$ cat src/rtl/rpi_bus_bank_arbiter.sv
// rpi_bus_bank_arbiter: shares one single-port synchronous RAM bank between
// the host side of the RPi bus peripheral and NUMBER_OF_REQUESTERS internal
// requesters. Host strobes always win the port. Internal requesters take the
// remaining cycles round-robin over a req/gnt handshake.
// Optional feature macro: RPI_BUS_BANK_ARBITER_STALL_COUNT_EN enables the
// saturating stall_count. Without it, stall_count is tied to zero.
module rpi_bus_bank_arbiter #(
  parameter int ADDRESS_WIDTH                = 16,
  parameter int DATA_WIDTH                   = 32,
  parameter int NUMBER_OF_REQUESTERS         = 4,
  parameter int LOG2_OF_NUMBER_OF_REQUESTERS = $clog2(NUMBER_OF_REQUESTERS),
  parameter int ERROR_COUNT_PICKOFF          = 7
) (
  input  logic                                          clock,
  input  logic                                          reset,
  input  logic                                          host_write_strobe,
  input  logic                                          host_read_strobe,
  input  logic [ADDRESS_WIDTH-1:0]                      host_address,
  input  logic [DATA_WIDTH-1:0]                         host_write_data,
  output logic [DATA_WIDTH-1:0]                         host_read_data,
  output logic                                          host_read_valid,
  input  logic [NUMBER_OF_REQUESTERS-1:0]               req,
  input  logic [NUMBER_OF_REQUESTERS-1:0]               req_write,
  input  logic [NUMBER_OF_REQUESTERS*ADDRESS_WIDTH-1:0] req_address,
  input  logic [NUMBER_OF_REQUESTERS*DATA_WIDTH-1:0]    req_write_data,
  output logic [NUMBER_OF_REQUESTERS-1:0]               gnt,
  output logic [DATA_WIDTH-1:0]                         req_read_data,
  output logic [NUMBER_OF_REQUESTERS-1:0]               req_read_valid,
  output logic                                          mem_enable,
  output logic                                          mem_write_enable,
  output logic [ADDRESS_WIDTH-1:0]                      mem_address,
  output logic [DATA_WIDTH-1:0]                         mem_write_data,
  input  logic [DATA_WIDTH-1:0]                         mem_read_data,
  output logic [ERROR_COUNT_PICKOFF:0]                  host_conflict_errors,
  output logic [ERROR_COUNT_PICKOFF:0]                  stall_count
);

  localparam int N  = NUMBER_OF_REQUESTERS;
  localparam int LW = LOG2_OF_NUMBER_OF_REQUESTERS;
  localparam int AW = ADDRESS_WIDTH;
  localparam int DW = DATA_WIDTH;
  localparam int CW = ERROR_COUNT_PICKOFF + 1;
  // vld_pipe[0] loads at the issue edge, vld_pipe[STAGES] is consumed when
  // the RAM output is captured two edges after issue.
  localparam int STAGES = 1;

  typedef struct packed {
    logic          host;
    logic [LW-1:0] idx;
  } tag_t;

  // Per-requester views of the packed address/data buses
  logic [N-1:0][AW-1:0] addr_arr;
  logic [N-1:0][DW-1:0] wdat_arr;
  for (genvar i = 0; i < N; i++) begin : g_lane
    assign addr_arr[i] = req_address[i*AW +: AW];
    assign wdat_arr[i] = req_write_data[i*DW +: DW];
  end

  logic wr_q, rd_q;
  logic wr_edge, rd_edge;
  assign wr_edge = host_write_strobe & ~wr_q;
  assign rd_edge = host_read_strobe & ~rd_q;

  // A requester holding gnt this cycle sits out the next selection.
  logic [N-1:0]  elig;
  logic [LW-1:0] rr_last, rr_sel, rr_j;
  logic          rr_found;
  assign elig = req & ~gnt;

  // Round-robin search starting just after the last granted requester
  always_comb begin
    rr_found = 1'b0;
    rr_sel   = '0;
    rr_j     = '0;
    for (int k = 1; k <= N; k++) begin
      rr_j = LW'((32'(rr_last) + 32'(k)) % 32'(N));
      if (!rr_found && elig[rr_j]) begin
        rr_found = 1'b1;
        rr_sel   = rr_j;
      end
    end
  end

  logic          acc_en, acc_we, rr_take, rd_issue, conflict;
  logic [AW-1:0] acc_addr;
  logic [DW-1:0] acc_wdata;
  logic [N-1:0]  acc_gnt;
  tag_t          tag_next;

  // Port owner for the next cycle: host write, host read, internal, idle
  always_comb begin
    acc_en    = 1'b0;
    acc_we    = 1'b0;
    acc_addr  = '0;
    acc_wdata = '0;
    acc_gnt   = '0;
    rr_take   = 1'b0;
    rd_issue  = 1'b0;
    conflict  = 1'b0;
    tag_next  = '0;
    if (wr_edge) begin
      acc_en    = 1'b1;
      acc_we    = 1'b1;
      acc_addr  = host_address;
      acc_wdata = host_write_data;
      conflict  = rd_edge;
    end else if (rd_edge) begin
      acc_en        = 1'b1;
      acc_addr      = host_address;
      rd_issue      = 1'b1;
      tag_next.host = 1'b1;
    end else if (rr_found) begin
      acc_en       = 1'b1;
      acc_we       = req_write[rr_sel];
      acc_addr     = addr_arr[rr_sel];
      acc_wdata    = wdat_arr[rr_sel];
      acc_gnt      = N'(1) << rr_sel;
      rr_take      = 1'b1;
      rd_issue     = ~req_write[rr_sel];
      tag_next.idx = rr_sel;
    end
  end

  logic [STAGES:0] vld_pipe;
  tag_t [STAGES:0] tag_pipe;

  // Register the access, track read tags, capture RAM data two edges later
  always_ff @(posedge clock or negedge reset) begin
    if (!reset) begin
      wr_q                 <= 1'b0;
      rd_q                 <= 1'b0;
      rr_last              <= LW'(N - 1);
      mem_enable           <= 1'b0;
      mem_write_enable     <= 1'b0;
      mem_address          <= '0;
      mem_write_data       <= '0;
      gnt                  <= '0;
      vld_pipe             <= '0;
      tag_pipe             <= '0;
      host_read_data       <= '0;
      host_read_valid      <= 1'b0;
      req_read_data        <= '0;
      req_read_valid       <= '0;
      host_conflict_errors <= '0;
    end else begin
      wr_q             <= host_write_strobe;
      rd_q             <= host_read_strobe;
      mem_enable       <= acc_en;
      mem_write_enable <= acc_we;
      mem_address      <= acc_addr;
      mem_write_data   <= acc_wdata;
      gnt              <= acc_gnt;
      if (rr_take) rr_last <= rr_sel;
      vld_pipe <= {vld_pipe[STAGES-1:0], rd_issue};
      tag_pipe <= {tag_pipe[STAGES-1:0], tag_next};
      host_read_valid <= 1'b0;
      req_read_valid  <= '0;
      if (vld_pipe[STAGES]) begin
        if (tag_pipe[STAGES].host) begin
          host_read_data  <= mem_read_data;
          host_read_valid <= 1'b1;
        end else begin
          req_read_data  <= mem_read_data;
          req_read_valid <= N'(1) << tag_pipe[STAGES].idx;
        end
      end
      if (conflict && host_conflict_errors != '1)
        host_conflict_errors <= host_conflict_errors + 1'b1;
    end
  end

`ifdef RPI_BUS_BANK_ARBITER_STALL_COUNT_EN
  logic [CW-1:0] stall_cnt;

  // Count edges where someone wants the port but no internal grant goes out
  always_ff @(posedge clock or negedge reset) begin
    if (!reset) stall_cnt <= '0;
    else if (|req && !rr_take && stall_cnt != '1) stall_cnt <= stall_cnt + 1'b1;
  end

  assign stall_count = stall_cnt;
`else
  assign stall_count = '0;
`endif

endmodule
$ cat config.mk
export PLATFORM = sky130hd
export DESIGN_NAME = rpi_bus_bank_arbiter
export DESIGN_NICKNAME = d
export VERILOG_FILES = /design/src/rtl/rpi_bus_bank_arbiter.sv
export SDC_FILE = /design/constraint.sdc
export NUM_CORES = 1
export LEC_CHECK = 0
export ABC_CLOCK_PERIOD_IN_PS = 2400
export BUFFER_PORTS_ARGS = -buffer_cell sky130_fd_sc_hd__buf_2
export CORE_AREA = 3 3 163 165
export DETAILED_ROUTE_END_ITERATION = 12
export DIE_AREA = 0 0 166 168
export GPL_TIMING_DRIVEN = 0
export PLACE_DENSITY = 0.65
export SETUP_SLACK_MARGIN = 0.3
export SLEW_MARGIN = 20
export SYNTH_ARGS = -nofsm -noshare
export SYNTH_HDL_FRONTEND = slang
export SYNTH_SLANG_ARGS = --single-unit
export TNS_END_PERCENT = 1
$ cat constraint.sdc
create_clock -name clock -period 2.4 [get_ports clock]
set_input_delay 0.24 -clock clock [delete_from_list [all_inputs] [get_ports clock]]
set_output_delay 0.24 -clock clock [all_outputs]
set_load 0.005 [all_outputs]
==> results of run 1 <==
## synth_stat cells (3+ instances only)
| cell | count | area, um^2 |
|---|---|---|
| a211oi_1 | 34 | 255.2 |
| dfrtp_1 | 141 | 3528 |
| xnor2_1 | 5 | 43.79 |
| and4_1 | 32 | 280.3 |
| nand4_1 | 3 | 18.77 |
| nand3_1 | 6 | 30.03 |
| o221ai_1 | 32 | 280.3 |
| nand2b_1 | 7 | 43.79 |
| nor2_1 | 11 | 41.29 |
| o31ai_1 | 17 | 127.6 |
| mux2i_1 | 64 | 640.6 |
| nand2_1 | 161 | 604.3 |
| inv_1 | 5 | 18.77 |
| buf_1 | 3 | 11.26 |
| mux2_2 | 32 | 360.4 |
| nor3b_1 | 3 | 22.52 |
| nor2b_1 | 6 | 37.54 |
| clkbuf_1 | 25 | 93.84 |
| buf_2 | 10 | 50.05 |
| buf_4 | 13 | 97.59 |
## area by class of cell
class	instances	area [um^2]
clock buffers	17	425.4
repair buffers	433	2252
inverters	5	18.77
clock inverters	14	146.4
diodes	1	2.502
multi-input cells	444	3176
well taps	330	412.9
flip-flops and latches	143	3582
plain buffers	53	341.6
fillers	2507	14820
## cell usage in the layout, fill, tap and decap left out, drive strengths merged, types with 3 or more instances in the layout
cell type | Yosys | routed
a211oi | 34 | 34
and3 | 3 | 3
and4 | 32 | 32
buf | 28 | 455
clkbuf | 26 | 45
clkinvlp | 0 | 4
conb | 1 | 8
dfrtp | 141 | 141
dlygate4sd3 | 0 | 3
inv | 5 | 13
mux2 | 32 | 32
mux2i | 64 | 64
nand2 | 161 | 161
nand2b | 7 | 7
nand3 | 6 | 6
nand4 | 3 | 3
nor2 | 11 | 11
nor2b | 7 | 7
nor3b | 3 | 3
o211ai | 3 | 3
o221ai | 32 | 32
o31ai | 17 | 17
xnor2 | 5 | 5
## logic make-up after synthesis
kind of cell	count (synthesis)	synth area share, %
xor+xnor	7	0.8917
compound gates	94	11.21
flops	143	52.08
simple gates	238	16.63
buf+inv	59	4.386
fa+ha+maj	1	0.1820
mux	96	14.56
other cells	1	0.05454
## metrics by stage
step | std cells | total power (uW) | hold slack, ns | TNS [ns] | worst slack, ns
after CTS | 1429 | 12390 | 0.003644 | 0 | 0.2733
after global routing | 1440 | 13430 | 0.001310 | 0 | 0.2371
final | 1440 | 12590 | 0.02921 | 0 | 0.2992
after global placement | 1390 | 9390 | 0.3398 | -162.00 | -1.164
after detailed placement | 1391 | 9483 | 0.2637 | -0.6789 | -0.08646
after floorplan | 646 | 7008 | -0.05559 | 0 | 0.4895
## power by group
part           leakage (uW)  internal (uW)  switching [uW]
combinational       0.00338           2790            3160
sequential          0.00175           3490             519
clock              0.000269           1460            1180
## routing by layer
layer / part of all wire (%) / vias to the layer above
met4: 2.1 / 2
met5: 0.048 / -
met2: 48 / 330
met1: 42 / 3339
li1: - / 3229
met3: 7.2 / 41
## flip-flops by register name, indices dropped and copies added, names as in the netlist
signal / flops
gnt: 4
host_conflict_errors: 8
host_read_data: 32
host_read_valid: 1
mem_address: 16
mem_enable: 1
mem_write_data: 32
mem_write_enable: 1
rd_q: 1
req_read_data: 32
req_read_valid: 4
rr_last: 2
tag_pipe: 6
vld_pipe: 2
wr_q: 1
## timing repair
| action | in CTS | in global routing |
|---|---|---|
| setup buffers | 4 | 11 |
| setup endpoints to repair | 54 | 52 |
| endpoints found under the hold margin | 72 | 0 |
| resized for setup | 24 | 39 |
| pin swaps | 2 | 6 |
| hold buffers | 3 | 0 |
## tightest hold or removal path, delay by kind of cell
| family | cells | cell delay [ns] |
|---|---|---|
| buffers and inverters | 1 | 0.09 |
| AND/OR/NAND/NOR | 2 | 0.08 |
## path summary, 6_finish.rpt
path                                   from  depth (start not counted)  slack, ns                 end
setup / recovery                 rr_last[1]                          7       0.30  mem_write_data[13]
hold / removal             mem_read_data[1]                          3       0.03    req_read_data[1]
max in group asynchronous             reset                          3       1.22   mem_write_data[1]
min in group asynchronous             reset                          2       0.38    req_read_data[8]
hold reg to reg                 tag_pipe[2]                          0       0.36         tag_pipe[5]
setup reg to reg                 rr_last[1]                          7       0.30  mem_write_data[13]
==> run metrics, run 1 <==
register area share after synthesis=between 50% and 60%; Max Slew Vio Count=0; startpoint types=flip-flop; number of buffers added on ports=between 400 and 500; GR peak layer=met2; Layout Utilization=between 40% and 50%; first-pass GRT wire length=around 40,000 um; largest net degree at the start of global routing=74; Slowest-stage cell, CP=dfstp_2; Worst EP arrival=approximately 2.4 ns; post-DR wirelength/cell=18.87 um; Syn Inst Count=~640; core box area=between 20,000 and 30,000 um^2; EDFF count, synth=0; Final #Nets=approximately 1,400; vias per cell=between 4 and 5; Worst-path clk slew=0.07 ns; Distinct cells, synth=41; synthesized cell area=around 7000 um^2; cell family with most CP delay=flip-flops; Max Buffers Root-to-Sink=2; clk_lat worst skew=around 0.42 ns; die area=between 20,000 and 30,000 um^2; slowest cell delay on critical path=roughly 0.57 ns; GRT overflow=0; starting density of the core=a little over a quarter; MaxCap Viol Count=0; antenna violation net count after detailed routing=0; ys flop type=dfrtp_1; Hold WC Path Type=in2reg; Die Y-Extent=168 um; Worst Clk Skew=0.01393 ns; Ys Warns=0; Num CTS Buffers=17; GR Layer Usage met1=~24%; worst setup path class=reg2reg; min Tclk post-route=~2.1 ns; Avg Cell Area, Syn=roughly 11 um^2; Via Count=6,941; actual slew at the worst max-slew pin=0.6187 ns; Max transition margin=58.75%; Layout area overhead=50.65%; Final Hold Viols=0; vias in the first global route=6,822; DRT Pass-1 Iters=5; initial antenna violation count=3; area post-placement=between 9000 and 10,000 um^2; clk sink count=about 140; Worst Path Buf+Inv=2; crit path max fanout=10; Setup crit end kind=flip-flop; Chip Width=between 150 and 200 um; Tcrit/Tclk final=~88%; worst-path cell chain=nor3b_2 > a32oi_4 > and3_4 > buf_6 > buf_4 > mux2i_1 > o221ai_1; fraction of registers with async set/reset=100.0%; H-tree Lvls=4; DRC viols=0; Top-Level Pins=approximately 420; CTS tree=built; clk root buf=clkbuf_16; maximum VDD drop=0.4515 mV; number of DRC markers in iteration 0=between 400 and 500; Cell Rows=just under 60; Final setup viols=0; HPWL Detailed=roughly 21,000 um; Total Routing Usage GR=a little under a fifth; final WL=27,180 um; final instance area=between 10,000 and 15,000 um^2; fmax=roughly 480 MHz; power per cell area=1216 nW/um^2; Static Leak=0.005402 uW; outcome=finished clean; Req. time, crit path=around 2.7 ns; layout cells sized above 1=49.95%; met2 usage=a little under a third; RSZ-0062 raised after global routing=yes; GR met3 Demand/Resource=~5.2%; gpl congestion=roughly 0.90; register bit total from synthesis=~140
(Power assumes the default switching activity.)
==> run 2, diff against run 1 <==
--- a/config.mk
+++ b/config.mk
@@ -5,13 +5,14 @@
 export SDC_FILE = /design/constraint.sdc
 export NUM_CORES = 1
 export LEC_CHECK = 0
+export ABC_AREA = 1
 export ABC_CLOCK_PERIOD_IN_PS = 2400
 export BUFFER_PORTS_ARGS = -buffer_cell sky130_fd_sc_hd__buf_2
-export CORE_AREA = 3 3 163 165
+export CORE_AREA = 3 3 161 163
 export DETAILED_ROUTE_END_ITERATION = 12
-export DIE_AREA = 0 0 166 168
+export DIE_AREA = 0 0 164 166
 export GPL_TIMING_DRIVEN = 0
-export PLACE_DENSITY = 0.65
+export PLACE_DENSITY = 0.7
 export SETUP_SLACK_MARGIN = 0.3
 export SLEW_MARGIN = 20
 export SYNTH_ARGS = -nofsm -noshare
==> run 2 against run 1 <==
  * Worst hold slack got worse by 0.014 ns
  * Setup slack got worse by 0.22 ns
  * Cell count increased by 34%
  * Critical path depth increased by 9
  * Register-to-register slack got worse by 0.22 ns
  * Sequential power about the same
  * Flip-flop and latch count unchanged
  * Critical endpoint is now mem_write_data[26]
  * Largest power group unchanged
  * Highest routed layer unchanged
==> run metrics, run 2 <==
power per cell area=1723 nW/um^2 (+42%); crit path max fanout=9 (-1); Setup crit end kind=flip-flop; clk_lat worst skew=0.44 ns (+0.02 ns); Max Slew Vio Count=0 (unchanged); starting density of the core=31.74% (+4.4 points); area post-placement=10,300 um^2 (+9.3%); Max Buffers Root-to-Sink=2 (unchanged); layout cells sized above 1=36.64% (-13 points); simple-gate share of the synthesized area=39.69% (+23 points); clk root buf=clkbuf_16; CTS tree=built; biggest regs=host_read_data: 32 flops, mem_write_data: 32 flops, req_read_data: 32 flops; DRT Pass-1 Iters=5 (unchanged); Hold WC Path Type=in2reg; main combinational cell family by area after synthesis=simple AND/OR/NAND/NOR gates; H-tree Lvls=4 (unchanged); Ys Warns=0 (unchanged); die area=27,220 um^2 (-2.4%); Avg Cell Area, Syn=7.110 um^2 (-34%); Worst-path clk slew=0.08 ns (about the same); worst r2r path cells=16 (+9); Synth Area in Compound Gates=4.835% (-6.4 points); first-pass GRT wire length=51,160 um (+26%); Worst Clk Skew=0.03065 ns (+0.01672 ns); core box area=24,460 um^2 (-2.9%); Tcrit/Tclk final=96.64% (+9.1 points); Worst EP arrival=2.68 ns (+0.29 ns); number of buffers added on ports=414 (unchanged); most frequent cells in the layout=nand2_1 (558), buf_2 (416), dfrtp_1 (141); number of DRC markers in iteration 0=659 (+36%); r2r setup slk=0.08 ns (-0.22 ns); final instance area=11,860 um^2 (+14%); Fill cells=2,433 (-3.0%); post-synthesis mux area share=0.1450% (-14 points); startpoint types=flip-flop; HPWL Detailed=25,450 um (+21%); Multi-input gate area=3824 um^2 (+20%); Layout area overhead=52.73%; gpl congestion=0.9694 (+7.4%); Cell Rows=57 (-1.7%); fmax=431.2 MHz (-9.4%); Distinct cells, synth=30 (-27%); Max transition margin=60.37% (+1.6 points); MaxCap Viol Count=0 (unchanged); post-synthesis adder-cell area fraction=0.1612% (-0.021 points); Total Routing Usage GR=24.37% (+5.8 points); register area share after synthesis=46.12% (-6.0 points); largest area contributor in the netlist=dfrtp_1; Final setup viols=0 (unchanged); Static Leak=0.006879 uW (+27%); FF/Latch Area=3581 um^2 (about the same); synthesized cell area=7764 um^2 (+13%); EDFF count, synth=0 (unchanged); top-count cell post-synth=nand2_1; Req. time, crit path=2.76 ns (+0.07 ns); register bit total from synthesis=143 (unchanged); RSZ-0062 raised after global routing=yes; actual slew at the worst max-slew pin=0.5938 ns (-0.02495 ns); maximum VDD drop=0.6638 mV (+47%); min Tclk post-route=2.319 ns (+0.2185 ns); Hold Path Depth=3 (unchanged); Top-Level Pins=423 (unchanged); vias in the first global route=9,250 (+36%); vias per cell=4.799 (-0.43%); GRT overflow=0 (unchanged); Via Count=9,234 (+33%); xor and xnor area share after synthesis=0.7897% (-0.10 points); Chip Width=164 um (-1.2%); initial antenna violation count=10 (+7); outcome=finished clean; Die Y-Extent=166 um (-1.2%); fraction of registers with async set/reset=100.0% (unchanged); clk sink count=143 (unchanged); worst setup path class=reg2reg; hold_ws=0.01551 ns (-0.01369 ns); most common cell after layout, fill and taps aside=nand2_1; Final #Nets=1,866 (+35%); Synth area leaders=dfrtp_1 (45%), nand2_1 (28%), nand4_1 (8.0%); Final Hold Viols=0 (unchanged); total power=20,440 uW (+62%); post-DR wirelength/cell=17.81 um (-5.7%); Synth top area share=45.45% (-5.9 points); largest net degree at the start of global routing=92 (+24%); ys flop type=dfrtp_1; Num CTS Buffers=17 (unchanged); Layout Utilization=48.47% (+7.3 points); DRC viols=0 (unchanged); Syn Inst Count=1,092 (+71%); Post-synth top cells=nand2_1 (579), dfrtp_1 (141), nand4_1 (99); final WL=34,260 um (+26%); antenna violation net count after detailed routing=0 (unchanged)
run 2: changes by cell type after synthesis, sizes merged, moves of 16 or more:
cell,previous run,this run
nand4,3,100
o31ai,17,0
o21ai,0,67
nand2,161,584
mux2,32,1
mux2i,64,0
o221ai,32,0
and4,32,0
a211oi,34,0
buf,28,44
nand3,6,25
inv,5,53
run 2: worst max-delay path, cell delays in order, from the launching register on:
cell and delay, ns:
dfstp_2 0.54, buf_8 0.14, inv_8 0.07, nand3_4 0.09, nand3_4 0.10, nand2_4 0.10
buf_4 0.13, nand4_4 0.22, nand3_4 0.20, buf_12 0.16, clkbuf_16 0.16, nand2_1 0.06
nand2_2 0.08, nand2_1 0.05, nand2_1 0.06, nand2_1 0.05, nand2_1 0.05
run 2: power breakdown:
part / internal [uW] / total [uW] / switching, uW / leakage (uW)
Sequential: 3510 / 3980 / 468 / 0.00178
Combinational: 5440 / 13700 / 8250 / 0.00481
Clock: 1490 / 2760 / 1280 / 0.000287
Total: 10400 / 20400 / 10000 / 0.00688
run 2: timing repair:
action	in CTS	in global routing
pin swaps	19	7
endpoints found under the setup margin	61	59
resized for setup	101	41
hold buffers	29	0
endpoints found under the hold margin	78	0
gates cloned	3	2
setup buffers	14	1
run 2: logic make-up (layout without fill, tap and decap cells):
logic type      count (synthesis)  in the layout
simple gates                  731            733
fa+ha+maj                       1              1
buf+inv                       136            629
other cells                     1             14
flops                         143            143
xor+xnor                        7              7
mux                             1              1
compound gates                 72             72
run 2: through the flow:
step                      worst slack, ns  setup TNS [ns]  instances
after CTS                          0.1440               0       1915
after global routing              -0.1005          -1.508       1923
after floorplan                    0.4234               0       1099
after detailed placement          -0.4089          -15.54       1838
after global placement             -1.093         -166.90       1837
final                             0.08068               0       1924
run 2: final cells by class:
type	count	area share, %
Multi-Input combinational cell	822	32.25
Sequential cell	143	30.20
Timing Repair Buffer	462	22.09
Buffer	82	5.170
Clock buffer	17	3.588
Tap cell	324	3.419
Inverter	53	1.741
Clock inverter	15	1.425
Antenna cell	6	0.1266
run 2: layer usage:
layer	up-vias	wire (um)	track usage (%)
met4	4	1496	11.14
met5	-	21	0
li1	4467	-	-
met3	85	2802	7.084
met1	4232	12830	27.01
met2	446	17110	42.76
run 2: worst paths after layout:
path	startpoint	end
worst max-delay path	rr_last[0]	mem_write_data[26]
worst min-delay path	host_write_data[22]	mem_write_data[22]
worst max register to register	rr_last[0]	mem_write_data[26]
worst min register to register	vld_pipe[0]	vld_pipe[1]
max in group asynchronous	reset	mem_write_data[13]
min in group asynchronous	reset	req_read_data[28]
